`src/rtl/rw_stage_if.sv`:
```
// rw_stage_if: MA-to-RW handshake/payload bus plus the register-bank write port,
// forwarding copies and status. The master modport is the MA stage and
// register-bank side. The slave modport is the RW stage.
interface rw_stage_if #(
  parameter int unsigned CNT_W = 32
);
  logic             in_valid;
  logic             in_ready;
  logic [31:0]      instruction;
  logic [31:0]      pc;
  logic [31:0]      alu_result;
  logic [31:0]      ld_result;
  logic             is_ld;
  logic             is_call;
  logic             is_wb_in;
  logic             is_halt;
  logic             is_wb;
  logic [3:0]       wr_adr;
  logic [31:0]      wr_data;
  logic             fwd_valid;
  logic [3:0]       fwd_adr;
  logic [31:0]      fwd_data;
  logic             halted;
  logic [CNT_W-1:0] retired_cnt;

  modport master (
    output in_valid, instruction, pc, alu_result, ld_result,
    output is_ld, is_call, is_wb_in, is_halt,
    input  in_ready, is_wb, wr_adr, wr_data, fwd_valid, fwd_adr, fwd_data,
    input  halted, retired_cnt
  );

  modport slave (
    input  in_valid, instruction, pc, alu_result, ld_result,
    input  is_ld, is_call, is_wb_in, is_halt,
    output in_ready, is_wb, wr_adr, wr_data, fwd_valid, fwd_adr, fwd_data,
    output halted, retired_cnt
  );
endinterface

```
`src/rtl/rw_stage.sv`:
```
// rw_stage: SimpleRisc register-writeback stage. It latches one retiring instruction
// per cycle and drives the register-bank write port. It also exposes that write for
// forwarding and freezes the pipeline once a halt instruction retires.
// Optional feature: define RW_RETIRE_CNT_EN to build the retire counter. Without it,
// retired_cnt is tied to 0.
module rw_stage #(
  parameter logic [3:0]  RA_ADR = 4'hF,
  parameter int unsigned CNT_W  = 32
) (
  input  logic        clk,
  input  logic        reset,
  rw_stage_if.slave   bus
);

  typedef enum logic [1:0] {StRun, StDrain, StHalted} state_e;

  state_e      state_q, state_d;
  logic        accept;
  logic        is_wb_q;
  logic [3:0]  wr_adr_q;
  logic [31:0] wr_data_q;
  logic [31:0] pc_plus4;
  logic        unused_instr_bits;

  // in_ready depends only on state, so there is no valid-to-ready combinational path.
  assign bus.in_ready = (state_q == StRun);
  assign accept       = bus.in_valid && bus.in_ready;
  assign pc_plus4     = bus.pc + 32'd4;
  assign unused_instr_bits = ^{bus.instruction[31:26], bus.instruction[21:0]};

  // State register.
  always_ff @(posedge clk or negedge reset) begin
    if (!reset) begin
      state_q <= StRun;
    end else begin
      state_q <= state_d;
    end
  end

  // Next state: a retiring halt drains for one cycle, then the stage freezes until reset.
  always_comb begin
    state_d = state_q;
    unique case (state_q)
      StRun:    if (accept && bus.is_halt) state_d = StDrain;
      StDrain:  state_d = StHalted;
      StHalted: state_d = StHalted;
      default:  state_d = StRun;
    endcase
  end

  // Write-port registers. Address and data hold between accepts; the enable drops.
  always_ff @(posedge clk or negedge reset) begin
    if (!reset) begin
      is_wb_q   <= 1'b0;
      wr_adr_q  <= 4'h0;
      wr_data_q <= 32'h0;
    end else if (accept) begin
      is_wb_q   <= bus.is_wb_in;
      wr_adr_q  <= bus.is_call ? RA_ADR : bus.instruction[25:22];
      wr_data_q <= bus.is_call ? pc_plus4 : (bus.is_ld ? bus.ld_result : bus.alu_result);
    end else begin
      is_wb_q   <= 1'b0;
    end
  end

  assign bus.is_wb     = is_wb_q;
  assign bus.wr_adr    = wr_adr_q;
  assign bus.wr_data   = wr_data_q;
  assign bus.fwd_valid = is_wb_q;
  assign bus.fwd_adr   = wr_adr_q;
  assign bus.fwd_data  = wr_data_q;
  assign bus.halted    = (state_q == StHalted);

`ifdef RW_RETIRE_CNT_EN
  logic [CNT_W-1:0] cnt_q;

  // Retire counter: counts every accept and wraps naturally.
  always_ff @(posedge clk or negedge reset) begin
    if (!reset) begin
      cnt_q <= '0;
    end else if (accept) begin
      cnt_q <= cnt_q + 1'b1;
    end
  end

  assign bus.retired_cnt = cnt_q;
`else
  assign bus.retired_cnt = {CNT_W{1'b0}};
`endif

endmodule

```
`src/flat_wrapper.sv`:
```
// flat-port wrapper written by rule: the top's interface ports become plain ports
module rw_stage_flat 
#(
  parameter logic [3:0]  RA_ADR = 4'hF,
  parameter int unsigned CNT_W  = 32
)
  (clk, reset, bus_in_valid, bus_instruction, bus_pc, bus_alu_result, bus_ld_result, bus_is_ld, bus_is_call, bus_is_wb_in, bus_is_halt, bus_in_ready, bus_is_wb, bus_wr_adr, bus_wr_data, bus_fwd_valid, bus_fwd_adr, bus_fwd_data, bus_halted, bus_retired_cnt);
  rw_stage_if #(.CNT_W(CNT_W)) bus_i ();
  input  logic clk;
  input  logic reset;
  input wire logic [$bits(bus_i.in_valid)-1:0] bus_in_valid;
  input wire logic [$bits(bus_i.instruction)-1:0] bus_instruction;
  input wire logic [$bits(bus_i.pc)-1:0] bus_pc;
  input wire logic [$bits(bus_i.alu_result)-1:0] bus_alu_result;
  input wire logic [$bits(bus_i.ld_result)-1:0] bus_ld_result;
  input wire logic [$bits(bus_i.is_ld)-1:0] bus_is_ld;
  input wire logic [$bits(bus_i.is_call)-1:0] bus_is_call;
  input wire logic [$bits(bus_i.is_wb_in)-1:0] bus_is_wb_in;
  input wire logic [$bits(bus_i.is_halt)-1:0] bus_is_halt;
  output wire logic [$bits(bus_i.in_ready)-1:0] bus_in_ready;
  output wire logic [$bits(bus_i.is_wb)-1:0] bus_is_wb;
  output wire logic [$bits(bus_i.wr_adr)-1:0] bus_wr_adr;
  output wire logic [$bits(bus_i.wr_data)-1:0] bus_wr_data;
  output wire logic [$bits(bus_i.fwd_valid)-1:0] bus_fwd_valid;
  output wire logic [$bits(bus_i.fwd_adr)-1:0] bus_fwd_adr;
  output wire logic [$bits(bus_i.fwd_data)-1:0] bus_fwd_data;
  output wire logic [$bits(bus_i.halted)-1:0] bus_halted;
  output wire logic [$bits(bus_i.retired_cnt)-1:0] bus_retired_cnt;
  assign bus_i.in_valid = bus_in_valid;
  assign bus_i.instruction = bus_instruction;
  assign bus_i.pc = bus_pc;
  assign bus_i.alu_result = bus_alu_result;
  assign bus_i.ld_result = bus_ld_result;
  assign bus_i.is_ld = bus_is_ld;
  assign bus_i.is_call = bus_is_call;
  assign bus_i.is_wb_in = bus_is_wb_in;
  assign bus_i.is_halt = bus_is_halt;
  assign bus_in_ready = bus_i.in_ready;
  assign bus_is_wb = bus_i.is_wb;
  assign bus_wr_adr = bus_i.wr_adr;
  assign bus_wr_data = bus_i.wr_data;
  assign bus_fwd_valid = bus_i.fwd_valid;
  assign bus_fwd_adr = bus_i.fwd_adr;
  assign bus_fwd_data = bus_i.fwd_data;
  assign bus_halted = bus_i.halted;
  assign bus_retired_cnt = bus_i.retired_cnt;
  rw_stage #(.RA_ADR(RA_ADR), .CNT_W(CNT_W)) u_core (.clk(clk), .reset(reset), .bus(bus_i));
endmodule
```
`config.mk`:
```
export PLATFORM = sky130hd
export DESIGN_NAME = rw_stage_flat
export DESIGN_NICKNAME = d
export VERILOG_FILES = /design/src/rtl/rw_stage_if.sv /design/src/rtl/rw_stage.sv /design/src/flat_wrapper.sv
export SDC_FILE = /design/constraint.sdc
export NUM_CORES = 1
export LEC_CHECK = 0
export BUFFER_PORTS_ARGS = -buffer_cell sky130_fd_sc_hd__buf_2
export CAP_MARGIN = 20
export CORE_AREA = 2 2 93 95
export CTS_CLUSTER_SIZE = 8
export DETAILED_ROUTE_END_ITERATION = 7
export DIE_AREA = 0 0 95 97
export GPL_TIMING_DRIVEN = 1
export PLACE_DENSITY = 0.78
export SETUP_SLACK_MARGIN = 0.02
export SLEW_MARGIN = 20
export SYNTH_ARGS = -nofsm -noshare
export SYNTH_HDL_FRONTEND = slang
export SYNTH_SLANG_ARGS = --single-unit
```
`constraint.sdc`:
```
create_clock -name clk -period 3.33 [get_ports clk]
set_clock_uncertainty 0.15 [all_clocks]
set_input_delay 0.1665 -clock clk [delete_from_list [all_inputs] [get_ports clk]]
set_output_delay 0.1665 -clock clk [all_outputs]
set_load 0.02 [all_outputs]
```
==> summary.md, run 1 <==
| Metric | Value |
|---|---|
| Final WL | `between 8000 and 9000 um` |
| Hold path cells | `3` |
| Hold path endpoint | `u_core.bus.fwd_data[1]$_DFFE_PN0N_` |
| Routed Antenna Nets | `0` |
| Fin crit share | `between 60 and 70%` |
| RSZ-0062 raised after global routing | `false` |
| DP Area | `3710 sq um` |
| EDFF count, synth | `0` |
| Crit path max fanout | `20` |
| Register-to-register setup slack | `~1.0 ns` |
| Clk root buf | `clkbuf_8` |
| Die ar. | `9220 sq um` |
| Max-cap violations | `0` |
| Fillers | `a little over 800` |
| Fin. Hold Viols | `0` |
| CTS clock-pin slew for the worst setup and hold paths | `0.08 ns` |
| Clock Sink Count | `39` |
| HP Class | `input port to flip-flop` |
| DRC | `0` |
| Seq cells post-synth | `39` |
| Final instance area | `slightly below 4000 sq um` |
| Reg2reg end | `u_core.bus.fwd_data[30]$_DFFE_PN0N_` |
| Top Family by Delay on Critical Path | `simple AND/OR/NAND/NOR gates` |
| Status | `completed` |
| Slew margin rel. | `between 30 and 40%` |
| Most common cell after layout, fill and taps aside | `buf_2` |
| Max-slew violations | `0` |
| Layout cells sized above 1 | `40.7%` |
| Sum Neg Setup Slack | `0 ns` |
| Yosys cell types | `38` |
| Skew-Pair Late Insertion Delay | `~0.28 ns` |
| Port bufs | `around 180` |
| Levels on crit path | `6` |
| Die height | `97 um` |
| Hpwl dp | `6840 um` |
| Crit path cell chain | `inv_1, ha_1, and2_1, nand2b_1, o22ai_1, a31oi_1` |
| Total number of yosys warnings | `0` |
| CP Data Arrival Time | `2.32 ns` |
| Detailed router's first-iteration violation count | `around 130` |
| Async S/R FF share, synth | `100%` |
| Final layout net count | `between 600 and 700` |
| Pre-CTS WS | `approximately 0.97 ns` |
| Synthesized area per cell | `approximately 8.8 sq um` |
| Global-route wire length before repair | `between 10000 and 15000 um` |
| Routed len/inst | `roughly 14 um` |
| Layout area overhead | `23.7%` |
| Vias | `2934` |
| Worst EP required | `~3.3 ns` |
| Worst VDD drop | `around 0.26 mV` |
| Final setup vio count | `0` |
| Total grt overflow | `0` |
| TritonCTS buffer count | `5` |
| PnR worst setup slack | `about 1 ns` |
| WP buf/inv | `1` |
| Aggregate global-route resource usage | `between 10% and 20%` |
| # IOs | `approximately 240` |
| Core footprint | `8130 sq um` |
| Main synth FF type | `dfrtp_1` |
| Htree depth | `2` |
| Hold Crit Start | `bus_pc[1]` |
| Initial Utilization | `approximately 38%` |
| Final Util | `47.5%` |
| Placer's final routability congestion estimate | `around 0.8` |
| CP Capture Type | `flip-flop` |
| Clock Path Buffers | `2` |
| Commonest cells after routing, fill and taps aside | `buf_2, nand2_1, dfrtp_1` |
| Cell area power density | `~720 nW/um^2` |
| ANT cells | `0` |
| Largest net degree at the start of global routing | `40` |
| CP startpoint kind | `flip-flop` |
| FF-to-FF path depth | `6` |
| Initial antenna violation count | `0` |
| CP peak stage delay | `about 0.54 ns` |
| Num rows | `33` |
| Kind of critical path | `flip-flop to flip-flop` |
| Post-Syn Instances | `357` |
| First-pass DRT Iterations | `4` |
| Vias/cell | `~5` |
| Reg-to-reg critical path startpoint | `u_core.state_q[0]$_DFFE_PN0P_` |
| F_max | `around 430 MHz` |
| Tmin final | `~2.3 ns` |
| CP max-delay cell | `nand2b_1` |
| Die width | `approximately 95 um` |
| Worst-Margin Slew | `between 0.9 and 1 ns` |
| CTS tree | `yes` |
| Leakage | `2.03 nW` |
| Seq/Total Area, Yosys | `about 31%` |
| Synthesized area | `3130 sq um` |
| Vias in the first global route | `about 2900` |
## worst max path at each step
stage,startpoint,end
after floorplan,u_core.state_q[0]$_DFFE_PN0P_,u_core.bus.fwd_data[18]$_DFFE_PN0N_
after global placement,u_core.state_q[0]$_DFFE_PN0P_,u_core.bus.fwd_data[30]$_DFFE_PN0N_
after detailed placement,u_core.state_q[0]$_DFFE_PN0P_,u_core.bus.fwd_data[30]$_DFFE_PN0N_
after CTS,u_core.state_q[0]$_DFFE_PN0P_,u_core.bus.fwd_data[30]$_DFFE_PN0N_
after global routing,u_core.state_q[0]$_DFFE_PN0P_,u_core.bus.fwd_data[30]$_DFFE_PN0N_
final,u_core.state_q[0]$_DFFE_PN0P_,u_core.bus.fwd_data[30]$_DFFE_PN0N_
## report_power, final
| group | internal (mW) | switching, mW | total, mW |
|---|---|---|---|
| registers | 0.698 | 0.163 | 0.861 |
| logic | 0.536 | 1.05 | 1.58 |
| clock network | 0.189 | 0.166 | 0.355 |
## tightest hold or removal path: cells and delay by family
family          cells  cell delay [ns]
buf+inv             1             0.08
compound gates      2             0.18
## cells in the mapped netlist, types with 4 or more instances
cell	number	share of area, %
nand4_1	7	1.4
nor2_1	11	1.3
nand3_1	15	2.4
mux2i_1	29	9.3
a21oi_1	11	1.8
ha_1	4	1.6
mux2_2	5	1.8
dfrtp_1	39	31
inv_1	4	0.48
o21ai_0	20	3.2
xor2_1	16	4.5
nand2_1	50	6.0
buf_4	69	17
and3_1	4	0.80
clkbuf_1	13	1.6
o221ai_1	17	4.8
xnor2_1	10	2.8
## state kept, by name, summed over array words and instances, names as in the netlist
name                  flops
u_core.state_q            2
u_core.bus.fwd_data      32
u_core.bus.fwd_adr        4
u_core.bus.fwd_valid      1
## cells by family after synthesis
kind of cell	count (synthesis)	share of synthesized area, %
buf+inv	90	19.2
other cells	1	0.120
fa+ha+maj	4	1.60
xor+xnor	26	7.29
flops	39	31.2
mux	34	11.1
compound gates	54	11.3
simple gates	109	18.2
## timing repair
action,in CTS,in global routing
hold buffers,6,0
endpoints found under the hold margin,44,0
gates resized for setup,0,0
setup buffers,0,0
## through the flow
| step | instances | power (mW) | hold WS, ns |
|---|---|---|---|
| 3_3_place_gp | 590 | 2.42 | 0.186 |
| 5_1_grt | 604 | 3.00 | 0.0202 |
| 6_report | 604 | 2.80 | 0.0197 |
| 4_1_cts | 604 | 2.83 | 0.00658 |
| 3_5_place_dp | 590 | 2.46 | 0.187 |
| 2_1_floorplan | 388 | 2.16 | -0.279 |
## layer usage
| layer | vias to the layer above | wire (um) | part of all wire, % | global-route usage (%) |
|---|---|---|---|---|
| met5 | - | 0 | 0 | 0 |
| met4 | 0 | 48 | 0.55 | 4.46 |
| met3 | 2 | 555 | 6.3 | 2.73 |
| met2 | 118 | 4660 | 53 | 34.3 |
| met1 | 1384 | 3490 | 40 | 22.2 |
| li1 | 1430 | - | - | - |
## final cells by class
| type | count | area, sq um | area share (%) |
|---|---|---|---|
| Clock buffer | 8 | 100 | 2.59 |
| Multi-Input combinational cell | 259 | 1670 | 43.1 |
| Timing Repair Buffer | 189 | 978 | 25.3 |
| Inverter | 4 | 15.0 | 0.388 |
| Sequential cell | 39 | 976 | 25.2 |
| Tap cell | 105 | 131 | 3.40 |
Power figures use the tool's default switching activity.
==> inputs of run 2 (changes only) <==
ABC_AREA = 1   (was default)
CORE_AREA = default   (was 2 2 93 95)
CORE_MARGIN = 1.5   (was default)
CORE_UTILIZATION = 38   (was default)
DIE_AREA = default   (was 0 0 95 97)
clock period = 1.95 ns   (was 3.33 ns; I/O delays follow)
==> summary.md, run 2 <==
| Metric | Value |
|---|---|
| Status | `finished with violations (was completed)` |
| Failing checks | `hold timing` |
| Cell with the most instances after synthesis | `nand2_1 (was buf_4)` |
| Tmin final | `1.62 ns (was 2.32 ns)` |
| Most common cell after layout, fill and taps aside | `buf_2 (unchanged)` |
| CTS clock-pin slew for the worst setup and hold paths | `0.08 ns (about the same)` |
| Num rows | `34 (was 33)` |
| Die width | `98.4 um (was 95 um)` |
| Global-route wire length before repair | `16400 um (was 13600 um)` |
| Fin crit share | `83.2% (was 69.7%)` |
| Yosys top cell by area | `dfrtp_1 (unchanged)` |
| CP startpoint kind | `flip-flop (unchanged)` |
| Total grt overflow | `0 (unchanged)` |
| Crit path cell chain | `inv_1, ha_1, nand2_1, buf_4, a21oi_1, a21oi_1 (was inv_1, ha_1, and2_1, nand2b_1, o22ai_1, a31oi_1)` |
| First-pass DRT Iterations | `4 (unchanged)` |
| Die ar. | `9690 sq um (was 9220 sq um)` |
| Post-synth top area share | `28.2% (was 31.2%)` |
| Synthesized area | `3460 sq um (was 3130 sq um)` |
| Vias | `3864 (was 2934)` |
| RSZ-0062 raised after global routing | `false (unchanged)` |
| Postcts setup bufs | `0 (unchanged)` |
| Placer's final routability congestion estimate | `0.940 (was 0.785)` |
| Max reg flops | `32 (unchanged)` |
| Vias in the first global route | `3490 (was 2866)` |
| Aggregate global-route resource usage | `20.9% (was 18.6%)` |
| Routed Antenna Nets | `0 (unchanged)` |
| HP Class | `input port to flip-flop (unchanged)` |
| Clock Path Buffers | `2 (unchanged)` |
| Hold Crit Start | `bus_ld_result[11] (was bus_pc[1])` |
| Pre-CTS WS | `0.329 ns (was 0.965 ns)` |
| Clk root buf | `clkbuf_8 (unchanged)` |
| Skew-Pair Late Insertion Delay | `0.29 ns (was 0.28 ns)` |
| Post-Syn Instances | `552 (was 357)` |
| CP most frequent cell | `a21oi_1` |
| Cells after DPL | `796 (was 590)` |
| CTS tree | `yes (unchanged)` |
| Hold_buf cts | `19 (was 6)` |
| Vias/cell | `4.70 (was 4.86)` |
| TritonCTS buffer count | `5 (unchanged)` |
| Port bufs | `182 (unchanged)` |
| Crit. Startpoint | `u_core.state_q[0]$_DFFE_PN0P_ (unchanged)` |
| Top post-synthesis cells by area | `dfrtp_1, nand2_1, buf_4 (was dfrtp_1, buf_4, mux2i_1)` |
| Routed len/inst | `12.4 um (was 14.5 um)` |
| Cell area power density | `1160 nW/um^2 (was 724 nW/um^2)` |
| Final Util | `50.6% (was 47.5%)` |
| Total number of yosys warnings | `0 (unchanged)` |
| CP max-delay cell | `dfrtp_1 (was nand2b_1)` |
| # IOs | `243 (unchanged)` |
| EDFF count, synth | `0 (unchanged)` |
| Clock Sink Count | `39 (unchanged)` |
| DRC | `0 (unchanged)` |
| Yosys cell types | `26 (was 38)` |
| Reg-to-reg critical path startpoint | `u_core.state_q[0]$_DFFE_PN0P_ (unchanged)` |
| Max-slew violations | `0 (unchanged)` |
| Final layout net count | `853 (was 637)` |
| PnR worst setup slack | `0.328 ns (was 1.01 ns)` |
| Hpwl dp | `8140 um (was 6840 um)` |
| Htree depth | `2 (unchanged)` |
| Cts repair resizes | `0 (unchanged)` |
| Leakage | `2.37 nW (was 2.03 nW)` |
| Final setup vio count | `0 (unchanged)` |
| Initial Utilization | `39.5% (was 38.4%)` |
| Fin. Hold Viols | `2 (was 0)` |
| ANT cells | `0 (unchanged)` |
| CP peak stage delay | `0.36 ns (was 0.54 ns)` |
| F_max | `616 MHz (was 431 MHz)` |
| Worst EP required | `1.98 ns (was 3.32 ns)` |
| Commonest cells after routing, fill and taps aside | `buf_2, nand2_1, nor2_1 (was buf_2, nand2_1, dfrtp_1)` |
| Main synth FF type | `dfrtp_1 (unchanged)` |
| Layout cells sized above 1 | `30.8% (was 40.7%)` |
| Final hold slack | `-0.00375 ns (was 0.0197 ns)` |
| Synthesized area per cell | `6.27 sq um (was 8.75 sq um)` |
| Max-cap violations | `0 (unchanged)` |
| Core footprint | `8760 sq um (was 8130 sq um)` |
| CP Data Arrival Time | `1.65 ns (was 2.32 ns)` |
| DP Area | `4130 sq um (was 3710 sq um)` |
| Seq cells post-synth | `39 (unchanged)` |
| Initial antenna violation count | `0 (unchanged)` |
| Async S/R FF share, synth | `100% (unchanged)` |
| Layout area overhead | `28.1% (was 23.7%)` |
| Seq/Total Area, Yosys | `28.2% (was 31.2%)` |
| CP Capture Type | `flip-flop (unchanged)` |
| Non-Filler Instances | `823 (was 604)` |
| Detailed router's first-iteration violation count | `166 (was 131)` |
| Crit path max fanout | `21 (was 20)` |
| Die height | `98.4 um (was 97 um)` |
| Worst VDD drop | `0.369 mV (was 0.258 mV)` |
| Top cells by count, synth | `nand2_1, nor2_1, buf_4 (was buf_4, nand2_1, dfrtp_1)` |
| Sum Neg Setup Slack | `0 ns (unchanged)` |
| Final instance area | `4430 sq um (was 3870 sq um)` |
| Final WL | `10200 um (was 8750 um)` |
| Largest net degree at the start of global routing | `37 (was 40)` |
| Kind of critical path | `flip-flop to flip-flop (unchanged)` |
-- run 2: routing by layer --
layer  GRT usage (%)  wire (um)  up-vias
met1            27.9       4540     1726
met3            3.40        729       10
met5               0          0        -
met2            35.5       4860      159
li1                -          -     1969
met4            4.66        104        0
-- run 2: logic make-up after synthesis --
logic type,Yosys count,synth area share (%)
AND/OR/NAND/NOR,295,35.6
adder cells (fa/ha/maj),4,1.45
flip-flops,39,28.2
buffers and inverters,122,20.9
other,1,0.108
AO/OA/AOI/OAI,91,13.7
-- run 2: metrics by stage --
stage / total power [mW] / hold WS, ns
floorplan: 3.87 / -0.348
global placement: 4.40 / -0.119
detailed placement: 4.45 / -0.120
CTS: 5.19 / 0.000517
global route: 5.53 / 0.0102
finish: 5.16 / -0.00375
-- run 2: layout make-up --
class / count / area (sq um)
Fill cell: 925 / 4330
Multi-Input combinational cell: 422 / 1880
Timing Repair Buffer: 213 / 1200
Sequential cell: 39 / 976
Tap cell: 108 / 135
Inverter: 33 / 124
Clock buffer: 6 / 82.6
Clock inverter: 2 / 35.0
-- run 2: path summary, 6_finish.rpt --
kind,cells after the start,slack (ns),to
worst min register to register,2,0.36,u_core.bus.fwd_adr[2]$_DFFE_PN0N_
max in group asynchronous,3,1.04,u_core.bus.fwd_data[15]$_DFFE_PN0N_
worst max-delay path,6,0.33,u_core.bus.fwd_data[13]$_DFFE_PN0N_
worst min-delay path,3,-0.004,u_core.bus.fwd_data[11]$_DFFE_PN0N_
min in group asynchronous,2,0.10,u_core.bus.fwd_data[25]$_DFFE_PN0N_
worst max register to register,6,0.33,u_core.bus.fwd_data[13]$_DFFE_PN0N_
-- run 2: critical path, delay by kind of cell, from the launching register on --
kind | cells | cell delay (ns)
AO/OA/AOI/OAI | 2 | 0.24
adder cells (fa/ha/maj) | 1 | 0.20
buffers and inverters | 2 | 0.38
flip-flops | 1 | 0.36
AND/OR/NAND/NOR | 1 | 0.18
-- run 2: power breakdown --
part	switching, mW	internal (mW)	leakage, nW
combinational	1.96	0.994	1.86
clock	0.295	0.414	0.0612
sequential	0.294	1.21	0.448
total	2.54	2.62	2.37
==> inputs of run 3 (changes only) <==
ABC_AREA = 0   (was 1)
CORE_AREA = 2 2 93 95   (was default)
CORE_MARGIN = default   (was 1.5)
CORE_UTILIZATION = default   (was 38)
DIE_AREA = 0 0 95 97   (was default)
clock period = 1.5 ns   (was 1.95 ns; I/O delays follow)
==> summary.md, run 3 (synthesis results as in run 1) <==
| Metric | Value |
|---|---|
| Status | `finished with violations (unchanged)` |
| Failing checks | `hold timing, setup timing (was hold timing)` |
| Layout area overhead | `56.4% (was 28.1%)` |
| CTS tree | `yes (unchanged)` |
| GR Util met1 | `24.4% (was 27.9%)` |
| Leakage | `2.50 nW (was 2.37 nW)` |
| Routed Antenna Nets | `0 (unchanged)` |
| Aggregate global-route resource usage | `22.1% (was 20.9%)` |
| Multi-input logic area | `1880 sq um (about the same)` |
| Die width | `95 um (was 98.4 um)` |
| Combinational power share | `58.5% (was 57.1%)` |
| Non-Filler Instances | `693 (was 823)` |
| TritonCTS buffer count | `5 (unchanged)` |
| Switching power | `3.38 mW (was 2.54 mW)` |
| Final instance area | `4890 sq um (was 4430 sq um)` |
| Worst EP required | `1.56 ns (was 1.98 ns)` |
| Initial antenna violation count | `1 (was 0)` |
| Cell area power density | `1480 nW/um^2 (was 1160 nW/um^2)` |
| Skew-Pair Late Insertion Delay | `0.29 ns (about the same)` |
| Global-route wire length before repair | `16000 um (was 16400 um)` |
| Detailed router's first-iteration violation count | `157 (was 166)` |
| Sw frac | `46.9% (was 49.3%)` |
| F_max | `650 MHz (was 616 MHz)` |
| CP Data Arrival Time | `1.60 ns (was 1.65 ns)` |
| Most common cell after layout, fill and taps aside | `buf_2 (unchanged)` |
| Initial Utilization | `38.4% (was 39.5%)` |
| Vias | `3443 (was 3864)` |
| Total grt overflow | `0 (unchanged)` |
| Htree depth | `2 (unchanged)` |
| # IOs | `243 (unchanged)` |
| Crit path max fanout | `8 (was 21)` |
| Vias in the first global route | `3404 (was 3490)` |
| Hpwl dp | `7660 um (was 8140 um)` |
| DP Area | `4120 sq um (was 4130 sq um)` |
| Max reg flops | `32 (unchanged)` |
| Worst VDD drop | `0.685 mV (was 0.369 mV)` |
| Port bufs | `182 (unchanged)` |
| Final WL | `11000 um (was 10200 um)` |
| Final Util | `60.1% (was 50.6%)` |
| PnR worst setup slack | `-0.0376 ns (was 0.328 ns)` |
| Routed len/inst | `15.9 um (was 12.4 um)` |
| Final layout net count | `725 (was 853)` |
| Kind of critical path | `flip-flop to flip-flop (unchanged)` |
| Tmin final | `1.54 ns (was 1.62 ns)` |
| Power share of the clock group | `14.7% (was 13.7%)` |
| First-pass DRT Iterations | `4 (unchanged)` |
| Register Area | `976 sq um (unchanged)` |
| Final hold slack | `-0.00842 ns (was -0.00375 ns)` |
| DRC | `0 (unchanged)` |
| Clk root buf | `clkbuf_8 (unchanged)` |
| Gr busiest metal | `met2 (unchanged)` |
| Clock Sink Count | `39 (unchanged)` |
| Die ar. | `9220 sq um (was 9690 sq um)` |
| Fin crit share | `103% (was 83.2%)` |
| RSZ-0062 raised after global routing | `true (was false)` |
| Commonest cells after routing, fill and taps aside | `buf_2, nand2_1, dlygate4sd3_1 (was buf_2, nand2_1, nor2_1)` |
| Core footprint | `8130 sq um (was 8760 sq um)` |
| Vias/cell | `4.97 (was 4.70)` |
| Cells after DPL | `631 (was 796)` |
| CP Capture Type | `flip-flop (unchanged)` |
| Max-cap violations | `0 (unchanged)` |
| Layout cells sized above 1 | `47.7% (was 30.8%)` |
| GRT met2 Usage | `42.2% (was 35.5%)` |
| HP Class | `input port to flip-flop (unchanged)` |
| Fin. Hold Viols | `1 (was 2)` |
| CTS clock-pin slew for the worst setup and hold paths | `0.08 ns (about the same)` |
| Sum Neg Setup Slack | `-0.196 ns (was 0 ns)` |
| Fillers | `687 (was 925)` |
| Die height | `97 um (was 98.4 um)` |
| Sequential Power Share | `26.8% (was 29.1%)` |
| Num rows | `33 (was 34)` |
| Largest net degree at the start of global routing | `30 (was 37)` |
| Placer's final routability congestion estimate | `0.809 (was 0.940)` |
| Pre-CTS WS | `-0.169 ns (was 0.329 ns)` |
| CP startpoint kind | `flip-flop (unchanged)` |
| Max-slew violations | `0 (unchanged)` |
| Clock Path Buffers | `2 (unchanged)` |
| Internal power | `3.83 mW (was 2.62 mW)` |
| Met3 GRT Util | `2.49% (was 3.40%)` |
| Final setup vio count | `15 (was 0)` |
run 3: cell count changes in the layout (fill, tap and decap cells not counted), sizes merged, moves of 16 or more:
cell         before  now
dlygate4sd3      19   43
nor2             98   11
mux2i             0   29
buf             194  229
nand2           159   51
xor2              0   16
a21oi            55   11
inv              33    4
o221ai            0   18
run 3: timing repair:
| action | 4_1_cts | 5_1_grt |
|---|---|---|
| pin swaps | 2 | 2 |
| setup buffers | 0 | 5 |
| gates resized for setup | 10 | 14 |
| cloned | 1 | 4 |
| hold endpoints to repair | 63 | 0 |
| hold buffers | 43 | 0 |
| endpoints found under the setup margin | 33 | 37 |
run 3: per-stage QoR:
stage                     power [mW]  hold WS, ns
after floorplan                 4.95       -0.371
after global placement          5.65       -0.109
after detailed placement        5.77       -0.102
after CTS                       6.99    0.0000254
after global routing            7.67      0.00479
final                           7.22     -0.00842
run 3: cell type report:
cell class | instances | area share (%)
multi-input combinational | 264 | 38.4
timing repair buffer | 272 | 35.8
sequential | 39 | 20.0
tap | 105 | 2.69
clock buffer | 6 | 1.48
clock inverter | 2 | 1.23
inverter | 4 | 0.307
antenna | 1 | 0.0512
run 3: layer usage:
metal	routed length, um	share of wire [%]
met5	0	0
met4	368	3.3
met3	749	6.8
met1	3990	36
met2	5890	54
run 3: power by group through the flow:
stage / clock [mW] / sequential [mW] / combinational [mW]
after floorplan: 0 / 2.47 / 2.49
after global placement: 0 / 1.91 / 3.74
after detailed placement: 0 / 1.95 / 3.82
after CTS: 1.08 / 1.93 / 3.98
after global routing: 1.12 / 2.01 / 4.54
final: 1.06 / 1.93 / 4.22
run 3: worst paths after layout:
kind	slack (ns)	cells after the start	startpoint	end
max	-0.04	6	u_core.state_q[1]$_DFFE_PN0P_	u_core.bus.fwd_data[15]$_DFFE_PN0N_
min in group asynchronous	0.11	2	reset	u_core.bus.fwd_valid$_DFF_PN0_
max reg2reg	-0.04	6	u_core.state_q[1]$_DFFE_PN0P_	u_core.bus.fwd_data[15]$_DFFE_PN0N_
max in group asynchronous	0.60	3	reset	u_core.bus.fwd_data[31]$_DFFE_PN0N_
min	-0.008	3	bus_alu_result[26]	u_core.bus.fwd_data[26]$_DFFE_PN0N_
min reg2reg	0.35	2	u_core.bus.fwd_adr[3]$_DFFE_PN0N_	u_core.bus.fwd_adr[3]$_DFFE_PN0N_
run 3: critical path: stages, from the launching register on:
cell,delay (ns)
dfrtp_1,0.40
inv_2,0.08
ha_4,0.17
and2_4,0.21
buf_4,0.14
nand2_4,0.11
o221ai_2,0.19
